`src/rtl/data_cache.sv`:
```
// -----------------------------------------------------------------------------
// data_cache
//
// Direct-mapped, write-through, no-write-allocate L1 data cache with one
// 32-bit word per line. Load hits are answered combinationally in the same
// cycle. Load misses and all stores stall the pipeline while the backing
// memory is accessed over a req/ready handshake.
//
// Ports
//   clk, rst            clock, synchronous active-high reset
//   a                   byte address (ALUResult)
//   re / we             load / store request
//   writedata           store data
//   memop               funct3 of the load/store
//   readdata            sign/zero-extended load result (0 when no load)
//   stall               hold the pipeline; request must stay stable
//   mem_req             backing request valid (held until mem_ready)
//   mem_we              backing store (1) / word fetch (0)
//   mem_addr            backing byte address
//   mem_wdata           backing store data
//   mem_memop           backing memop (store memop, or 3'b010 on fetch)
//   mem_rdata           fetched word, valid with mem_ready
//   mem_ready           backing completes the request at this posedge
//   hit_count           load hit counter (wraps)
//   miss_count          load miss counter (wraps)
// -----------------------------------------------------------------------------
module data_cache #(
    parameter int ADDRESS_WIDTH = 32,
    parameter int DATA_WIDTH    = 32,
    parameter int SETS          = 8,
    parameter int BYTE_WIDTH    = 8
) (
    input  logic                     clk,
    input  logic                     rst,
    input  logic [ADDRESS_WIDTH-1:0] a,
    input  logic                     re,
    input  logic                     we,
    input  logic [DATA_WIDTH-1:0]    writedata,
    input  logic [2:0]               memop,
    output logic [DATA_WIDTH-1:0]    readdata,
    output logic                     stall,
    output logic                     mem_req,
    output logic                     mem_we,
    output logic [ADDRESS_WIDTH-1:0] mem_addr,
    output logic [DATA_WIDTH-1:0]    mem_wdata,
    output logic [2:0]               mem_memop,
    input  logic [DATA_WIDTH-1:0]    mem_rdata,
    input  logic                     mem_ready,
    output logic [31:0]              hit_count,
    output logic [31:0]              miss_count
);

    localparam int IDX_W  = $clog2(SETS);
    localparam int TAG_W  = ADDRESS_WIDTH - 2 - IDX_W;
    localparam int HALF_W = 2 * BYTE_WIDTH;

    localparam logic [2:0] OP_B  = 3'b000;
    localparam logic [2:0] OP_H  = 3'b001;
    localparam logic [2:0] OP_W  = 3'b010;
    localparam logic [2:0] OP_BU = 3'b100;
    localparam logic [2:0] OP_HU = 3'b101;

    typedef enum logic [1:0] {
        IDLE  = 2'd0,
        FILL  = 2'd1,
        WRITE = 2'd2
    } state_t;

    // ------------------------------------------------------------------
    // State
    // ------------------------------------------------------------------
    state_t                   state_q, state_d;
    logic                     mem_req_q, mem_req_d;
    logic                     mem_we_q, mem_we_d;
    logic [ADDRESS_WIDTH-1:0] mem_addr_q, mem_addr_d;
    logic [DATA_WIDTH-1:0]    mem_wdata_q, mem_wdata_d;
    logic [2:0]               mem_memop_q, mem_memop_d;
    logic [31:0]              hit_count_q, hit_count_d;
    logic [31:0]              miss_count_q, miss_count_d;
    logic [SETS-1:0]          valid_q, valid_d;

    // Line storage; tag and data carry no reset, only valid bits are cleared.
    logic [TAG_W-1:0]         tag_q  [SETS];
    logic [DATA_WIDTH-1:0]    data_q [SETS];

    // Line write port, shared by fills and store-hit merges.
    logic                     line_we;
    logic                     line_fill;
    logic [IDX_W-1:0]         line_idx;
    logic [TAG_W-1:0]         line_tag;
    logic [DATA_WIDTH-1:0]    line_data;
    logic [SETS-1:0]          line_wr;

    // ------------------------------------------------------------------
    // Address decode
    // ------------------------------------------------------------------
    logic [IDX_W-1:0]         req_idx;
    logic [TAG_W-1:0]         req_tag;
    logic [1:0]               req_off;
    logic [IDX_W-1:0]         pend_idx;
    logic [TAG_W-1:0]         pend_tag;
    logic [1:0]               pend_off;

    assign req_idx  = a[2 +: IDX_W];
    assign req_tag  = a[ADDRESS_WIDTH-1 -: TAG_W];
    assign req_off  = a[1:0];
    assign pend_idx = mem_addr_q[2 +: IDX_W];
    assign pend_tag = mem_addr_q[ADDRESS_WIDTH-1 -: TAG_W];
    assign pend_off = mem_addr_q[1:0];

    logic is_store_op;
    logic is_load_op;
    logic req_hit;
    logic pend_hit;

    assign is_store_op = (memop == OP_B) || (memop == OP_H) || (memop == OP_W);
    assign is_load_op  = is_store_op || (memop == OP_BU) || (memop == OP_HU);
    assign req_hit     = valid_q[req_idx] && (tag_q[req_idx] == req_tag);
    assign pend_hit    = valid_q[pend_idx] && (tag_q[pend_idx] == pend_tag);

    // ------------------------------------------------------------------
    // Little-endian lane extraction with sign/zero extension.
    // ------------------------------------------------------------------
    function automatic logic [DATA_WIDTH-1:0] load_extract(
        input logic [DATA_WIDTH-1:0] word,
        input logic [1:0]            off,
        input logic [2:0]            op
    );
        logic [BYTE_WIDTH-1:0] b;
        logic [HALF_W-1:0]     h;
        logic [DATA_WIDTH-1:0] r;
        b = word[off*BYTE_WIDTH +: BYTE_WIDTH];
        // Halves are aligned to a&~1, so only off[1] selects the lane.
        h = off[1] ? word[HALF_W +: HALF_W] : word[0 +: HALF_W];
        case (op)
            OP_B:    r = {{(DATA_WIDTH-BYTE_WIDTH){b[BYTE_WIDTH-1]}}, b};
            OP_BU:   r = {{(DATA_WIDTH-BYTE_WIDTH){1'b0}}, b};
            OP_H:    r = {{(DATA_WIDTH-HALF_W){h[HALF_W-1]}}, h};
            OP_HU:   r = {{(DATA_WIDTH-HALF_W){1'b0}}, h};
            OP_W:    r = word;
            default: r = '0;
        endcase
        return r;
    endfunction

    // Merge store data into an existing cached word.
    function automatic logic [DATA_WIDTH-1:0] store_merge(
        input logic [DATA_WIDTH-1:0] word,
        input logic [DATA_WIDTH-1:0] wdata,
        input logic [1:0]            off,
        input logic [2:0]            op
    );
        logic [DATA_WIDTH-1:0] r;
        r = word;
        case (op)
            OP_B: r[off*BYTE_WIDTH +: BYTE_WIDTH] = wdata[BYTE_WIDTH-1:0];
            OP_H: begin
                if (off[1]) begin
                    r[HALF_W +: HALF_W] = wdata[HALF_W-1:0];
                end else begin
                    r[0 +: HALF_W] = wdata[HALF_W-1:0];
                end
            end
            OP_W:    r = wdata;
            default: r = word;
        endcase
        return r;
    endfunction

    // ------------------------------------------------------------------
    // Next-state logic
    // ------------------------------------------------------------------
    always_comb begin
        state_d      = state_q;
        mem_req_d    = mem_req_q;
        mem_we_d     = mem_we_q;
        mem_addr_d   = mem_addr_q;
        mem_wdata_d  = mem_wdata_q;
        mem_memop_d  = mem_memop_q;
        hit_count_d  = hit_count_q;
        miss_count_d = miss_count_q;
        stall        = 1'b0;
        readdata     = '0;
        line_we      = 1'b0;
        line_fill    = 1'b0;
        line_idx     = pend_idx;
        line_tag     = pend_tag;
        line_data    = '0;

        case (state_q)
            IDLE: begin
                // Stores win over loads when both are requested.
                if (we && is_store_op) begin
                    stall       = 1'b1;
                    state_d     = WRITE;
                    mem_req_d   = 1'b1;
                    mem_we_d    = 1'b1;
                    mem_addr_d  = a;
                    mem_wdata_d = writedata;
                    mem_memop_d = memop;
                end else if (re) begin
                    if (!is_load_op) begin
                        readdata = DATA_WIDTH'(32'hdeadbeef);
                    end else if (req_hit) begin
                        readdata    = load_extract(data_q[req_idx], req_off, memop);
                        hit_count_d = hit_count_q + 32'd1;
                    end else begin
                        stall        = 1'b1;
                        miss_count_d = miss_count_q + 32'd1;
                        state_d      = FILL;
                        mem_req_d    = 1'b1;
                        mem_we_d     = 1'b0;
                        mem_addr_d   = {a[ADDRESS_WIDTH-1:2], 2'b00};
                        mem_memop_d  = OP_W;
                    end
                end
            end

            FILL: begin
                stall = 1'b1;
                if (mem_ready) begin
                    line_we   = 1'b1;
                    line_fill = 1'b1;
                    line_data = mem_rdata;
                    mem_req_d = 1'b0;
                    state_d   = IDLE;
                end
            end

            WRITE: begin
                stall = 1'b1;
                if (mem_ready) begin
                    mem_req_d = 1'b0;
                    state_d   = IDLE;
                    // Write-through: update the cached copy only on a hit.
                    if (pend_hit) begin
                        line_we   = 1'b1;
                        line_data = store_merge(data_q[pend_idx], mem_wdata_q,
                                                pend_off, mem_memop_q);
                    end
                end
            end

            default: begin
                state_d = IDLE;
            end
        endcase
    end

    // Per-line write decode and valid-bit update.
    for (genvar gi = 0; gi < SETS; gi++) begin : g_line
        assign line_wr[gi] = line_we && (line_idx == IDX_W'(gi));
        assign valid_d[gi] = valid_q[gi] || (line_wr[gi] && line_fill);
    end

    // ------------------------------------------------------------------
    // Registers
    // ------------------------------------------------------------------
    always_ff @(posedge clk) begin
        if (rst) begin
            state_q      <= IDLE;
            mem_req_q    <= 1'b0;
            mem_we_q     <= 1'b0;
            mem_addr_q   <= '0;
            mem_wdata_q  <= '0;
            mem_memop_q  <= 3'b000;
            hit_count_q  <= '0;
            miss_count_q <= '0;
            valid_q      <= '0;
        end else begin
            state_q      <= state_d;
            mem_req_q    <= mem_req_d;
            mem_we_q     <= mem_we_d;
            mem_addr_q   <= mem_addr_d;
            mem_wdata_q  <= mem_wdata_d;
            mem_memop_q  <= mem_memop_d;
            hit_count_q  <= hit_count_d;
            miss_count_q <= miss_count_d;
            valid_q      <= valid_d;
        end
    end

    // Line payload; a reset edge cannot coincide with a useful write since
    // the valid bits are cleared at that edge anyway.
    always_ff @(posedge clk) begin
        for (int i = 0; i < SETS; i++) begin
            if (line_wr[i]) begin
                data_q[i] <= line_data;
                if (line_fill) begin
                    tag_q[i] <= line_tag;
                end
            end
        end
    end

    assign mem_req    = mem_req_q;
    assign mem_we     = mem_we_q;
    assign mem_addr   = mem_addr_q;
    assign mem_wdata  = mem_wdata_q;
    assign mem_memop  = mem_memop_q;
    assign hit_count  = hit_count_q;
    assign miss_count = miss_count_q;

endmodule
```
`config.mk`:
```
export PLATFORM = sky130hd
export DESIGN_NAME = data_cache
export DESIGN_NICKNAME = d
export VERILOG_FILES = /design/src/rtl/data_cache.sv
export SDC_FILE = /design/constraint.sdc
export NUM_CORES = 1
export LEC_CHECK = 0
export BUFFER_PORTS_ARGS = -buffer_cell sky130_fd_sc_hd__buf_2
export CORE_ASPECT_RATIO = 1.2
export CORE_UTILIZATION = 30
export CTS_CLUSTER_DIAMETER = 80
export DETAILED_ROUTE_END_ITERATION = 12
export HOLD_SLACK_MARGIN = 0.08
export PLACE_DENSITY_LB_ADDON = 0.25
export RECOVER_POWER = 100
export SETUP_SLACK_MARGIN = 0.15
export SYNTH_ARGS = -nofsm -noshare
export SYNTH_HDL_FRONTEND = slang
export SYNTH_SLANG_ARGS = --single-unit
export TNS_END_PERCENT = 10
```
`constraint.sdc`:
```
create_clock -name clk -period 8 [get_ports clk]
set_clock_uncertainty 0.05 [all_clocks]
set_input_delay 1.2 -clock clk [delete_from_list [all_inputs] [get_ports clk]]
set_output_delay 1.2 -clock clk [all_outputs]
set_load 0.02 [all_outputs]
```
# Word level (Yosys, flattened, before mapping)
# Memory sizes are Yosys's and may differ from the RTL's. A register that Yosys moved wholly into a read port is not among the register bits.
# Cells that the tools add are included.
# word_totals
word_cells,234
output_inout_bits,166
input_bits,104
reg_bits,143
memories,2
ramBits,472
# classes
add_sub_neg,3
n_eq_ne,22
bitwise,2
n_reduce_logical,59
n_mux,132
order_cmp,2
shift,3
# memory_table
memory,words,word_bits,read_ports,rd_ports_with_merged_regs,write_ports,line,rtl
data_q,8,32,2,1,1,84,logic [DATA_WIDTH-1:0] data_q [SETS];
tag_q,8,27,2,1,1,83,logic [TAG_W-1:0] tag_q [SETS];
# op_table
operator,n
two-way mux 32 bit,19
OR reduction 32 bit,7
two-way mux 27 bit,7
OR reduction 27 bit,7
case mux 32 bit (5 select lines),1
case mux 32 bit (3 select lines),1
two-way mux 1 bit,66
two-way mux 3 bit,22
adder 32 x 1 -> 32 bit (second input constant),2
case mux 32 bit (2 select lines),1
== test 27 bit,2
two-way mux 16 bit,3
negator 5 -> 34 bit,1
variable shift 8 x 34 -> 32 bit (first input constant),1
indexed part select 8 x 34 -> 32 bit,1
bitwise mux 32 bit,1
indexed part select 32 x 6 -> 8 bit,1
logical AND 1 bit,19
== test 3 bit (second input constant),6
AND reduction 5 bit,3
== test 3 x 2 -> 1 bit (second input constant),4
logical OR 1 bit,12
two-way mux 2 bit,5
== test 3 x 1 -> 1 bit (second input constant),3
15 further kinds,28

# Logic depth before layout (Yosys ltp)
# logic_depth
word_depth,17
depth_mapped,14
mapped_depth_nobuf,9

# Least setup slack after synthesis
# No wires, ideal clock.
# synth_path
kind,flip-flop to flip-flop
startpoint,register with a tool-made name
endpoint,memory data_q[0][0] (enable)
required_time_ns,7.449
synth_period_minus_slack_ns,6.453
path_stages_with_launch,12
arrival_time_ns,5.901
path_slack_ns,1.547
path_cell_list,dfxtp_1 > buf_2 > buf_1 > mux4_2 > mux2i_1 > xor2_1 > nand4_1 > nor4_1 > nand4_1 > and2_1 > clkbuf_1 > nor4_1
# synth_rtl
item,line
"end, declared",84

# Worst setup path after layout
# layout_path
startpoint,input a[4]
endpoint,output readdata[24]
# layout_via
elab_chain_cells,8
word_cells_on_any_way,14
cone_classes,eq/ne (1); shift (1); mux (9); reduce/logical (1); memory (2)
# layout_rtl
item,line,rtl
"start, declared",35,"input logic [ADDRESS_WIDTH-1:0] a,"
"memory read (8 x 32 bit), or another cell as far along",n/a,
"indexed part select 32 x 6 -> 8 bit, or another cell as far along",132,b = word[off*BYTE_WIDTH +: BYTE_WIDTH];
case mux 32 bit (5 select lines) or logical AND 1 bit (tied branches),"135, 118",
two-way mux 32 bit (*),204,end else if (req_hit) begin
two-way mux 32 bit (*),202,if (!is_load_op) begin
two-way mux 32 bit (*),201,end else if (re) begin
two-way mux 32 bit (*),193,if (we && is_store_op) begin
two-way mux 32 bit (*),190,case (state_q)
"end, declared",40,"output logic [DATA_WIDTH-1:0] readdata,"
# Every way passes the cells marked *; elsewhere a longest branch is shown, timed or not. The select of a mux whose other input is x is not followed.

==> impl_metrics.toml <==
[drt]
drc = 0
routed_wl_um = 93300
post_drt_wl_per_cell_um = 25.4
vias = 20000
antenna_violating_nets_post_route = 0
drt-initial-drc-count = 1846
drtPass1Iterations = 9
viasPerCell = 5.45

[grt]
grt_pass1_vias = 20500
grt_max_degree = 99
antenna_found_initial = 4
gr-total-overflow = 0
grt_usage_pct = 18.5
grt_pass1_wl_um = 137000

[clock_tree]
cts_hold_buf = 0
post_cts_resized = 0
htreeDepth = 3
clkTransAtPathRegs_ns = 0.06
worstSkewPairLatency_ns = 0.64
cts_setup_buffers = 0
cts.sinks = 618
numCtsBuffers = 74
cts_tree = "yes"
clockBufferDepth = 3
root_buffer = "clkbuf_16"

[logic_synthesis]
syn-cell-area_um2 = 29700
seq_area_frac_synth_pct = 57.5
synthFlopType = "edfxtp_1"
synth_edf_count = 472
async_reset_ff_share_pct = 0
synth_top_cell_area_share_pct = 47.7
synth_area_leaders = "edfxtp_1, mux4_2, dfxtp_1, mux2i_1, nand2_1"
syn_nets = 2206
yosysTopAreaCell = "edfxtp_1"
syn_inst = 2091
syn_area_per_cell_um2 = 14.2
synth_warnings = 0
synth_cell_types = 59
ys_ff_latch = 618

[sta]
holdWs_ns = 0.437
fmax_mhz = 148
slew-limit-headroom_pct = -75.3
min_period_ns = 6.74
finalSetupTns_ns = 0
worst_slew_pin_slew_ns = 2.63
rsz0062_at_grt = "false"
slew_viol_final = 407
hold_violations = 0
setup_viol = 0
finalCritPeriodShare_pct = 84.2

[die]
row_count = 126
dieArea_um2 = 100000
die_w_um = 289
io-pin-count = 270
initial_core_util_pct = 30.3
chipHeight_um = 347
core_area_um2 = 98200

[critical_path]
arrival_ns = 5.49
endpoint_kind = "primary output"
crit_path_start_kind = "input port"
cp_slowest_cell = "nand2_1"
max_stage_delay_ns = 0.80
crit_type = "input port to primary output"
cp_max_fo = 59
path_cells = "buf_4 > mux4_2 > mux2i_1 > xnor2_1 > nor4_1 > nand2_1 > nor4_1 > nand2_1 > a21oi_1 > clkbuf_1"
worst_ep_required_time_ns = 6.75

[layout]
synthToLayoutAreaGrowth_pct = 16.5
drive_gt1_share_pct = 21.6
antenna_cells = 0
final_net_count = 2450

[power_and_ir_drop]
p_leak_nw = 11.3
ir_worst_vdd_uv = 137
powerDensity_nw_per_um2 = 220

[placement]
dp_hpwl_um = 60200
place_congestion = 0.895
io_buffers = 269

[status]
outcome = "complete, but fails checks"
violations = "capacitance limit, slew limit"

[min_path]
min_path_type = "register to register"

[job]
max_cap_violations = 14
[per-stage QoR]
step	util [%]	setup slack, ns	power (mW)	cell area, um^2	instances
floorplan	-	1.55	4.02	29700	2091
global placement	33.1	1.89	4.27	32500	3539
detailed placement	33.1	1.85	4.28	32500	3539
CTS	35.6	1.85	7.69	35000	3676
global route	35.2	0.872	7.85	34600	3676
finish	35.2	1.26	7.60	34600	3676
[final cells by class]
cell class,count,area [um^2]
Clock inverter,25,379
Tap cell,1280,1600
Fill cell,9539,63600
Multi-Input combinational cell,1312,11900
Sequential cell,618,17100
Timing Repair Buffer,311,1400
Clock buffer,112,2110
Inverter,18,67.6
[state kept, by name, indices dropped and copies added, names as in the netlist, named ones only]
name,flops
mem_memop,3
tag_q,216
mem_req,1
state_q,2
mem_we,1
data_q,256
miss_count,32
hit_count,32
mem_wdata,32
mem_addr,32
valid_q,8
[report_power, final]
part	total (mW)	leakage, nW	internal (mW)	switching (mW)
Sequential	3.58	6.02	3.47	0.101
Combinational	0.616	4.08	0.240	0.376
Clock	3.41	1.20	2.04	1.37
Total	7.60	11.3	5.75	1.85
[cell usage after synthesis, types with 7 or more instances]
cell type    n
xor2_1      24
o22ai_1     15
or4_1       24
and3_1      14
nor3_1      21
nor2_1      95
a22oi_1     13
buf_1       32
o31ai_1     20
mux2i_1    107
nand3_1     17
nand2_1    223
edfxtp_1   472
o21ai_0     64
or3_1       24
a221oi_1     8
mux2_1      10
mux4_2     226
dfxtp_1    146
clkbuf_1    80
a222oi_1    17
and2_1       9
nand2b_1    18
nor4_1      19
buf_6        7
ha_1        11
mux2_2      37
xnor2_1     43
nand4_1     27
a21oi_1    147
inv_1       17
buf_2       23
o21a_1       8
o21ai_1     11
[critical path: cells and delay by family]
kind            cells  cell delay, ns
simple gates        4            1.93
buf+inv             2            1.01
mux                 2            0.60
compound gates      1            0.48
xor+xnor            1            0.17
[logic make-up (layout without fill, tap and decap cells)]
family                     count (synthesis)  after routing  share of synthesized area [%]
xor gates and xnor gates                  67             67                           1.97
buffers and inverters                    161            466                           2.32
muxes                                    380            380                           22.5
DFF                                      618            618                           57.5
AOI/OAI and AO/OA                        329            329                           6.61
and+or+nand+nor                          525            525                           8.59
adders and majority gates                 11             11                          0.463
[cells in the final DEF, fill, tap and decap left out, types with 17 or more instances in the layout]
cell type,instances
inv_1,17
dfxtp_1,143
o21ai_0,64
nor2_1,92
or4_1,24
a222oi_1,17
clkbuf_16,75
clkbuf_1,209
mux2i_1,107
a21oi_1,146
nand2b_1,18
buf_4,23
mux2_2,37
nand3_1,17
nor3_1,19
mux4_2,226
nand4_1,28
nand2_1,224
edfxtp_1,472
nor4_1,20
xnor2_1,43
o31ai_1,20
buf_2,98
xor2_1,24
or3_1,24
[per-layer routing]
layer | track usage [%] | vias to the layer above | part of all wire [%]
met5 | 0 | - | 0.036
met4 | 5.97 | 6 | 2.7
met3 | 3.16 | 129 | 6.4
met2 | 31.4 | 751 | 50
met1 | 23.8 | 10400 | 41
li1 | - | 8781 | -
[worst paths after layout]
check / slack (ns) / from / endpoint / cells after the start
worst max-delay path: 1.26 / a[4] / readdata[24] / 10
worst min-delay path: 0.44 / mem_wdata[28] / mem_wdata[28] / 2
worst min register to register: 0.44 / mem_wdata[28] / mem_wdata[28] / 2
worst max register to register: 1.31 / register / data_q[1][27] / 9
(Power assumes the default switching activity.)
